## src/rtl/mfp_spi_rx_pkg.sv

```systemverilog
// Shared types and build defaults for the mfp_spi_rx SPI receive endpoint.
package mfp_spi_rx_pkg;

  // Default word width and queue depth for the receive endpoint.
  localparam int unsigned MFP_SPI_RX_DATA_W = 8;
  localparam int unsigned MFP_SPI_RX_DEPTH  = 4;

  // Receive state machine encoding.
  typedef enum logic {
    RX_IDLE  = 1'b0,
    RX_SHIFT = 1'b1
  } rx_state_e;

endpackage

```

## src/rtl/mfp_spi_rx_sync.sv

```systemverilog
// Two-flop synchronizer for one asynchronous input.
// Resets asynchronously to RST_VAL so an idle line reads as its inactive level.
module mfp_spi_rx_sync #(
  parameter bit RST_VAL = 1'b0
) (
  input  logic clk_i,
  input  logic rst_ni,
  input  logic d_i,
  output logic q_o
);

  logic meta_q;
  logic sync_q;

  // Two-stage capture of the asynchronous input.
  always_ff @(posedge clk_i or negedge rst_ni) begin
    if (!rst_ni) begin
      meta_q <= RST_VAL;
      sync_q <= RST_VAL;
    end else begin
      meta_q <= d_i;
      sync_q <= meta_q;
    end
  end

  assign q_o = sync_q;

endmodule

```

## src/rtl/mfp_spi_rx.sv

```systemverilog
// SPI mode-0 receive endpoint. Oversamples SCLK/CS_N/MOSI in the ahbCLK
// domain, deserializes MSB-first words and queues them for the processor
// through the IO_READ_RDY / IO_READ_ACK handshake.
// Build option: define MFP_SPI_RX_FIFO_EN for a DEPTH-entry circular FIFO;
// otherwise a single holding register is used and DEPTH is ignored.
module mfp_spi_rx
  import mfp_spi_rx_pkg::*;
#(
  parameter int unsigned DATA_W = MFP_SPI_RX_DATA_W,
  parameter int unsigned DEPTH  = MFP_SPI_RX_DEPTH
) (
  input  logic              ahbCLK,
  input  logic              resetN,
  input  logic              SCLK,
  input  logic              CS_N,
  input  logic              MOSI,
  output logic [DATA_W-1:0] IO_RX_DATA,
  output logic              IO_READ_RDY,
  input  logic              IO_READ_ACK,
  output logic              IO_RX_OVR,
  input  logic              IO_RX_CLR
);

`ifdef MFP_SPI_RX_FIFO_EN
  localparam bit FIFO_EN = 1'b1;
`else
  localparam bit FIFO_EN = 1'b0;
`endif

  // Effective queue depth: the holding-register build behaves as depth 1.
  localparam int unsigned Q_DEPTH = FIFO_EN ? DEPTH : 1;
  localparam int unsigned CNT_W   = $clog2(Q_DEPTH) + 1;
  localparam int unsigned BIT_W   = $clog2(DATA_W) + 1;

  // ---------------------------------------------------------------------
  // Input synchronization and SCLK rising-edge detection
  // ---------------------------------------------------------------------
  logic sclk_sync;
  logic cs_sync;
  logic mosi_sync;
  logic sclk_dly_q;
  logic sclk_rise;

  mfp_spi_rx_sync #(.RST_VAL(1'b0)) u_sync_sclk (
    .clk_i  (ahbCLK),
    .rst_ni (resetN),
    .d_i    (SCLK),
    .q_o    (sclk_sync)
  );

  mfp_spi_rx_sync #(.RST_VAL(1'b1)) u_sync_cs (
    .clk_i  (ahbCLK),
    .rst_ni (resetN),
    .d_i    (CS_N),
    .q_o    (cs_sync)
  );

  mfp_spi_rx_sync #(.RST_VAL(1'b0)) u_sync_mosi (
    .clk_i  (ahbCLK),
    .rst_ni (resetN),
    .d_i    (MOSI),
    .q_o    (mosi_sync)
  );

  // Delayed copy of the synchronized serial clock for edge detection.
  always_ff @(posedge ahbCLK or negedge resetN) begin
    if (!resetN) begin
      sclk_dly_q <= 1'b0;
    end else begin
      sclk_dly_q <= sclk_sync;
    end
  end

  assign sclk_rise = sclk_sync & ~sclk_dly_q;

  // ---------------------------------------------------------------------
  // Receive state machine / deserializer
  // ---------------------------------------------------------------------
  rx_state_e         state_q, state_d;
  logic [BIT_W-1:0]  bit_cnt_q, bit_cnt_d;
  logic [DATA_W-2:0] shift_q, shift_d;
  logic [DATA_W-1:0] word_q, word_d;
  logic              push_q, push_d;
  logic [DATA_W-1:0] shifted;

  // Deserializer state registers; push_q is a one-cycle strobe.
  always_ff @(posedge ahbCLK or negedge resetN) begin
    if (!resetN) begin
      state_q   <= RX_IDLE;
      bit_cnt_q <= '0;
      shift_q   <= '0;
      word_q    <= '0;
      push_q    <= 1'b0;
    end else begin
      state_q   <= state_d;
      bit_cnt_q <= bit_cnt_d;
      shift_q   <= shift_d;
      word_q    <= word_d;
      push_q    <= push_d;
    end
  end

  // Next-state logic: shift on each SCLK rise, emit a word every DATA_W bits,
  // abandon any partial word when chip select goes inactive.
  always_comb begin
    state_d   = state_q;
    bit_cnt_d = bit_cnt_q;
    shift_d   = shift_q;
    word_d    = word_q;
    push_d    = 1'b0;
    shifted   = {shift_q, mosi_sync};
    case (state_q)
      RX_IDLE: begin
        bit_cnt_d = '0;
        if (!cs_sync) begin
          state_d = RX_SHIFT;
        end
      end
      RX_SHIFT: begin
        if (cs_sync) begin
          state_d   = RX_IDLE;
          bit_cnt_d = '0;
        end else if (sclk_rise) begin
          shift_d = shifted[DATA_W-2:0];
          if (bit_cnt_q == BIT_W'(DATA_W - 1)) begin
            bit_cnt_d = '0;
            word_d    = shifted;
            push_d    = 1'b1;
          end else begin
            bit_cnt_d = bit_cnt_q + BIT_W'(1);
          end
        end
      end
      default: begin
        state_d   = RX_IDLE;
        bit_cnt_d = '0;
      end
    endcase
  end

  // ---------------------------------------------------------------------
  // Receive queue: occupancy, overrun and handshake
  // ---------------------------------------------------------------------
  logic [CNT_W-1:0]  cnt_q, cnt_d;
  logic              ovr_q, ovr_d;
  logic              q_full;
  logic              q_empty;
  logic              pop;
  logic              wr_en;
  logic              ovr_set;
  logic [DATA_W-1:0] head;

  assign q_full  = (cnt_q == CNT_W'(Q_DEPTH));
  assign q_empty = (cnt_q == '0);
  // A pop on an empty queue is ignored entirely.
  assign pop     = IO_READ_ACK & ~q_empty;
  // A simultaneous pop frees the slot, so a push into a full queue still lands.
  assign wr_en   = push_q & (~q_full | pop);
  assign ovr_set = push_q & q_full & ~pop;

  // Occupancy and sticky-overrun registers.
  always_ff @(posedge ahbCLK or negedge resetN) begin
    if (!resetN) begin
      cnt_q <= '0;
      ovr_q <= 1'b0;
    end else begin
      cnt_q <= cnt_d;
      ovr_q <= ovr_d;
    end
  end

  // Occupancy update; overrun set takes priority over clear.
  always_comb begin
    cnt_d = cnt_q;
    if (wr_en && !pop) begin
      cnt_d = cnt_q + CNT_W'(1);
    end else if (!wr_en && pop) begin
      cnt_d = cnt_q - CNT_W'(1);
    end
    ovr_d = ovr_q;
    if (ovr_set) begin
      ovr_d = 1'b1;
    end else if (IO_RX_CLR) begin
      ovr_d = 1'b0;
    end
  end

  generate
    if (Q_DEPTH > 1) begin : g_fifo
      localparam int unsigned AW = $clog2(Q_DEPTH);

      logic [DATA_W-1:0] mem_q [Q_DEPTH];
      logic [AW-1:0]     wr_ptr_q;
      logic [AW-1:0]     rd_ptr_q;

      // Circular pointers; power-of-two depth makes the wrap implicit.
      always_ff @(posedge ahbCLK or negedge resetN) begin
        if (!resetN) begin
          wr_ptr_q <= '0;
          rd_ptr_q <= '0;
        end else begin
          if (wr_en) begin
            wr_ptr_q <= wr_ptr_q + AW'(1);
          end
          if (pop) begin
            rd_ptr_q <= rd_ptr_q + AW'(1);
          end
        end
      end

      // Storage array; contents need no reset because occupancy gates them.
      always_ff @(posedge ahbCLK) begin
        if (wr_en) begin
          mem_q[wr_ptr_q] <= word_q;
        end
      end

      assign head = mem_q[rd_ptr_q];
    end else begin : g_hold
      logic [DATA_W-1:0] hold_q;

      // Single holding register loaded on every accepted push.
      always_ff @(posedge ahbCLK or negedge resetN) begin
        if (!resetN) begin
          hold_q <= '0;
        end else if (wr_en) begin
          hold_q <= word_q;
        end
      end

      assign head = hold_q;
    end
  endgenerate

  assign IO_RX_DATA  = q_empty ? '0 : head;
  assign IO_READ_RDY = ~q_empty;
  assign IO_RX_OVR   = ovr_q;

endmodule

```

## config.mk

```make
export PLATFORM = sky130hd
export DESIGN_NAME = mfp_spi_rx
export DESIGN_NICKNAME = d
export VERILOG_FILES = /design/src/rtl/mfp_spi_rx_pkg.sv /design/src/rtl/mfp_spi_rx_sync.sv /design/src/rtl/mfp_spi_rx.sv
export SDC_FILE = /design/constraint.sdc
export NUM_CORES = 1
export LEC_CHECK = 0
export ABC_CLOCK_PERIOD_IN_PS = 1450
export BUFFER_PORTS_ARGS = -buffer_cell sky130_fd_sc_hd__buf_2
export CELL_PAD_IN_SITES_DETAIL_PLACEMENT = 0
export CELL_PAD_IN_SITES_GLOBAL_PLACEMENT = 1
export CORE_MARGIN = 2
export CORE_UTILIZATION = 42
export DETAILED_ROUTE_END_ITERATION = 7
export PLACE_DENSITY = 0.76
export SYNTH_ARGS = -nofsm -noshare
export SYNTH_HDL_FRONTEND = slang
export SYNTH_SLANG_ARGS = --single-unit
```

## constraint.sdc

```tcl
create_clock -name ahbCLK -period 1.45 [get_ports ahbCLK]
set_input_delay 0.29 -clock ahbCLK [delete_from_list [all_inputs] [get_ports ahbCLK]]
set_output_delay 0.29 -clock ahbCLK [all_outputs]
set_load 0.01 [all_outputs]
```

==> results_dict.tcl <==
set metrics [dict create \
    status "complete, no violations" \
    ioPinCount 17 \
    min_delay_path_depth 1 \
    die_h_um 63.3 \
    finalSetupViolCount 0 \
    num_rows 21 \
    postSynthAreaPerCell_um2 15.4 \
    grt_pass1_vias 732 \
    antenna_cells 0 \
    synthesis.nets 104 \
    dr.pass1.iters 4 \
    core-area_um2 3360 \
    p_leak_nw 0.856 \
    synth_area_um2 1480 \
    max_freq_mhz 710 \
    synth_compound_area_frac 0.0212 \
    fillers 320 \
    routed_wl_um 2160 \
    viasPerCell 4.73 \
    grt.total_usage 0.115 \
    clkLatencyLatePin_ns 0.34 \
    initial_core_util 0.439 \
    crit_path_cell_trace "ha_2 > or4_1 > a21oi_1" \
    fin_ws_ns 0.0407 \
    synthXorXnorAreaFrac 0.00594 \
    power_density_nw_per_um2 1070 \
    htreeDepth 2 \
    synth_mux_area_frac 0.203 \
    synth_top_cell_by_area "dfrtp_1" \
    synth-main-ff-cell "dfrtp_1" \
    cts_made_buffers 5 \
    layout_min_cycle_time_ns 1.41 \
    clock_skew_ns 0.00726 \
    drtAntennaViolNets 0 \
    totalPowerFinal_mw 1.82 \
    cts_sinks 38 \
    path_clk_slew_ns 0.11 \
    via_count 800 \
    yosys_register_bits 38 \
    cap_violations 0 \
    grt_antenna_before_repair 0 \
    grt_first_pass_wirelength_um 3350 \
    max_slew.worst_pin.slew_ns 0.471 \
    drive_above_1_share 0.431 \
    synth_top_area_frac 0.611 \
    hold_path.class "primary input to flip-flop" \
    hold_viol 0 \
    postPlaceCellArea_um2 1620 \
    areaGrowthSynthToFinish_pct 15.9 \
    ys_warn_count 0 \
    crit_type "flip-flop to flip-flop" \
    rsz0062_at_grt "true" \
    routabilityCongestion 0.685 \
    synth.area.top_cells "dfrtp_1, mux2_2, mux2_4" \
    hpwl_um 1410 \
    cpPeakStageDelay_ns 0.53 \
    yosysMostFrequentCell "dfrtp_1" \
    ir_worst_vdd_v 0.000682 \
    hold_slack_ns 0.0525 \
    setup_tns_ns 0 \
    fin_nets 130 \
    min_from "MOSI" \
    worstSetupStartpointType "flip-flop" \
    dp_worst_setup_slack_ns 0.0430 \
    crit_required_ns 1.72 \
    synth_cell_type_count 24 \
    grt_max_degree 21 \
    yosysSeqAreaShare 0.646 \
    synth_edf_count 0 \
    final_util 0.509 \
    synth_simple_gate_area_frac 0.0874 \
    synth-async-reset-ratio 1.00 \
    reg2reg_to "bit_cnt_q[3]$_DFFE_PN0P_" \
    synth_top_cells_by_count "dfrtp_1, mux2_2, and2_1, mux2_4" \
    r2r_slack_ns 0.04 \
    synthCells 96 \
    grt_overflow 0 \
    drt_iter0_markers 11 \
    wl_per_cell_um 12.8 \
    finalNonFillerCells 169 \
    cp-end-kind "flip-flop" \
    synth_top_family_by_area "multiplexers" \
    slew_headroom 0.686 \
    worstReg2RegStart "bit_cnt_q[0]$_DFFE_PN0P_" \
    stdcell_area_um2 1710 \
    io_buffers 16 \
    fin_crit_sh 0.972 \
    cp_max_fo 5 \
    whs_endpoint "u_sync_mosi.meta_q$_DFF_PN0_" \
    die_w_um 63.3 \
    slew_viol_final 0 \
    cts_max_path_buffers 2 \
    synthAdderAreaFrac 0.00848 \
    cts_tree "yes" \
    post-route-drc-count 0 \
    arrival_ns 1.68 \
    crit_slowest_cell "or4_1" \
    dieArea_um2 4000 \
    dp_cells 159 \
    cts_root_buffer "clkbuf_4" \
    reg2reg_depth 3 \
]
==> how the worst max path moves through the flow <==
stage | start | endpoint | slack, ns | depth (start not counted)
finish | bit_cnt_q[0]$_DFFE_PN0P_ | bit_cnt_q[3]$_DFFE_PN0P_ | 0.04 | 3
floorplan | u_sync_cs.q_o$_DFF_PN1_ | word_q[0]$_DFFE_PN0P_ | -0.07 | 5
global placement | bit_cnt_q[0]$_DFFE_PN0P_ | word_q[6]$_DFFE_PN0P_ | 0.06 | 3
global route | sclk_dly_q$_DFF_PN0_ | word_q[3]$_DFFE_PN0P_ | -0.03 | 3
detailed placement | bit_cnt_q[0]$_DFFE_PN0P_ | word_q[5]$_DFFE_PN0P_ | 0.04 | 3
CTS | IO_READ_RDY$_DFFE_PN0P_ | IO_RX_DATA[7] | 0.01 | 2
==> state kept, by name, indices dropped and copies added (netlist names) <==
name                cells
g_hold.hold_q           8
IO_READ_RDY             1
u_sync_sclk.meta_q      1
IO_RX_OVR               1
bit_cnt_q               4
u_sync_mosi.meta_q      1
u_sync_mosi.q_o         1
u_sync_cs.q_o           1
u_sync_sclk.q_o         1
push_q                  1
u_sync_cs.meta_q        1
shift_q                 7
state_q                 1
sclk_dly_q              1
word_q                  8
==> repair_timing <==
| action | CTS | global route |
|---|---|---|
| endpoints found under the hold margin | 18 | 1 |
| buffers inserted | 0 | 0 |
| hold buffers | 1 | 1 |
| setup endpoints to repair | 8 | 25 |
| gates resized for setup | 0 | 3 |
| gates cloned | 0 | 1 |
==> routing by layer <==
layer	share of wire	up-vias	wire length [µm]	track usage
met1	0.45	386	980	0.143
met4	0.022	0	48	0.0652
li1	-	384	-	-
met3	0.060	5	129	0.0607
met2	0.46	25	996	0.161
met5	0	-	0	0
==> layout make-up <==
| type | instances | area (µm²) | area share |
|---|---|---|---|
| sequential | 38 | 955 | 0.558 |
| multi-input combinational | 53 | 495 | 0.290 |
| timing repair buffer | 20 | 128 | 0.0746 |
| tap | 46 | 57.6 | 0.0337 |
| clock buffer | 7 | 55.1 | 0.0322 |
| inverter | 4 | 15.0 | 0.00878 |
| clock inverter | 1 | 5.00 | 0.00293 |
==> report_power, final <==
| part | total [mW] | leakage (nW) | switching, mW | internal [mW] |
|---|---|---|---|---|
| registers | 1.17 | 0.502 | 0.0416 | 1.13 |
| logic | 0.103 | 0.320 | 0.0421 | 0.0609 |
| clock network | 0.554 | 0.0353 | 0.319 | 0.235 |
==> cell families after synthesis <==
logic type / after synthesis
mux: 24
compound gates: 5
xor+xnor: 1
fa+ha+maj: 1
flops: 38
simple gates: 21
buf+inv: 6
==> critical path, delay by kind of cell, from the launching register on <==
family                   cells  cell delay, ns
AO/OA/AOI/OAI                1            0.15
adder cells (fa/ha/maj)      1            0.24
flip-flops                   1            0.43
AND/OR/NAND/NOR              1            0.53
==> cell usage in the layout, fill, tap and decap left out, types with 3 or more instances in the layout <==
cell type | Yosys | final
and2_1 | 8 | 8
buf_2 | 0 | 16
inv_1 | 4 | 4
clkbuf_4 | 0 | 5
mux2_4 | 8 | 8
dfrtp_1 | 36 | 35
mux2_2 | 13 | 13
nand2_1 | 4 | 3
Note: power is estimated with default switching activity, not from simulation.
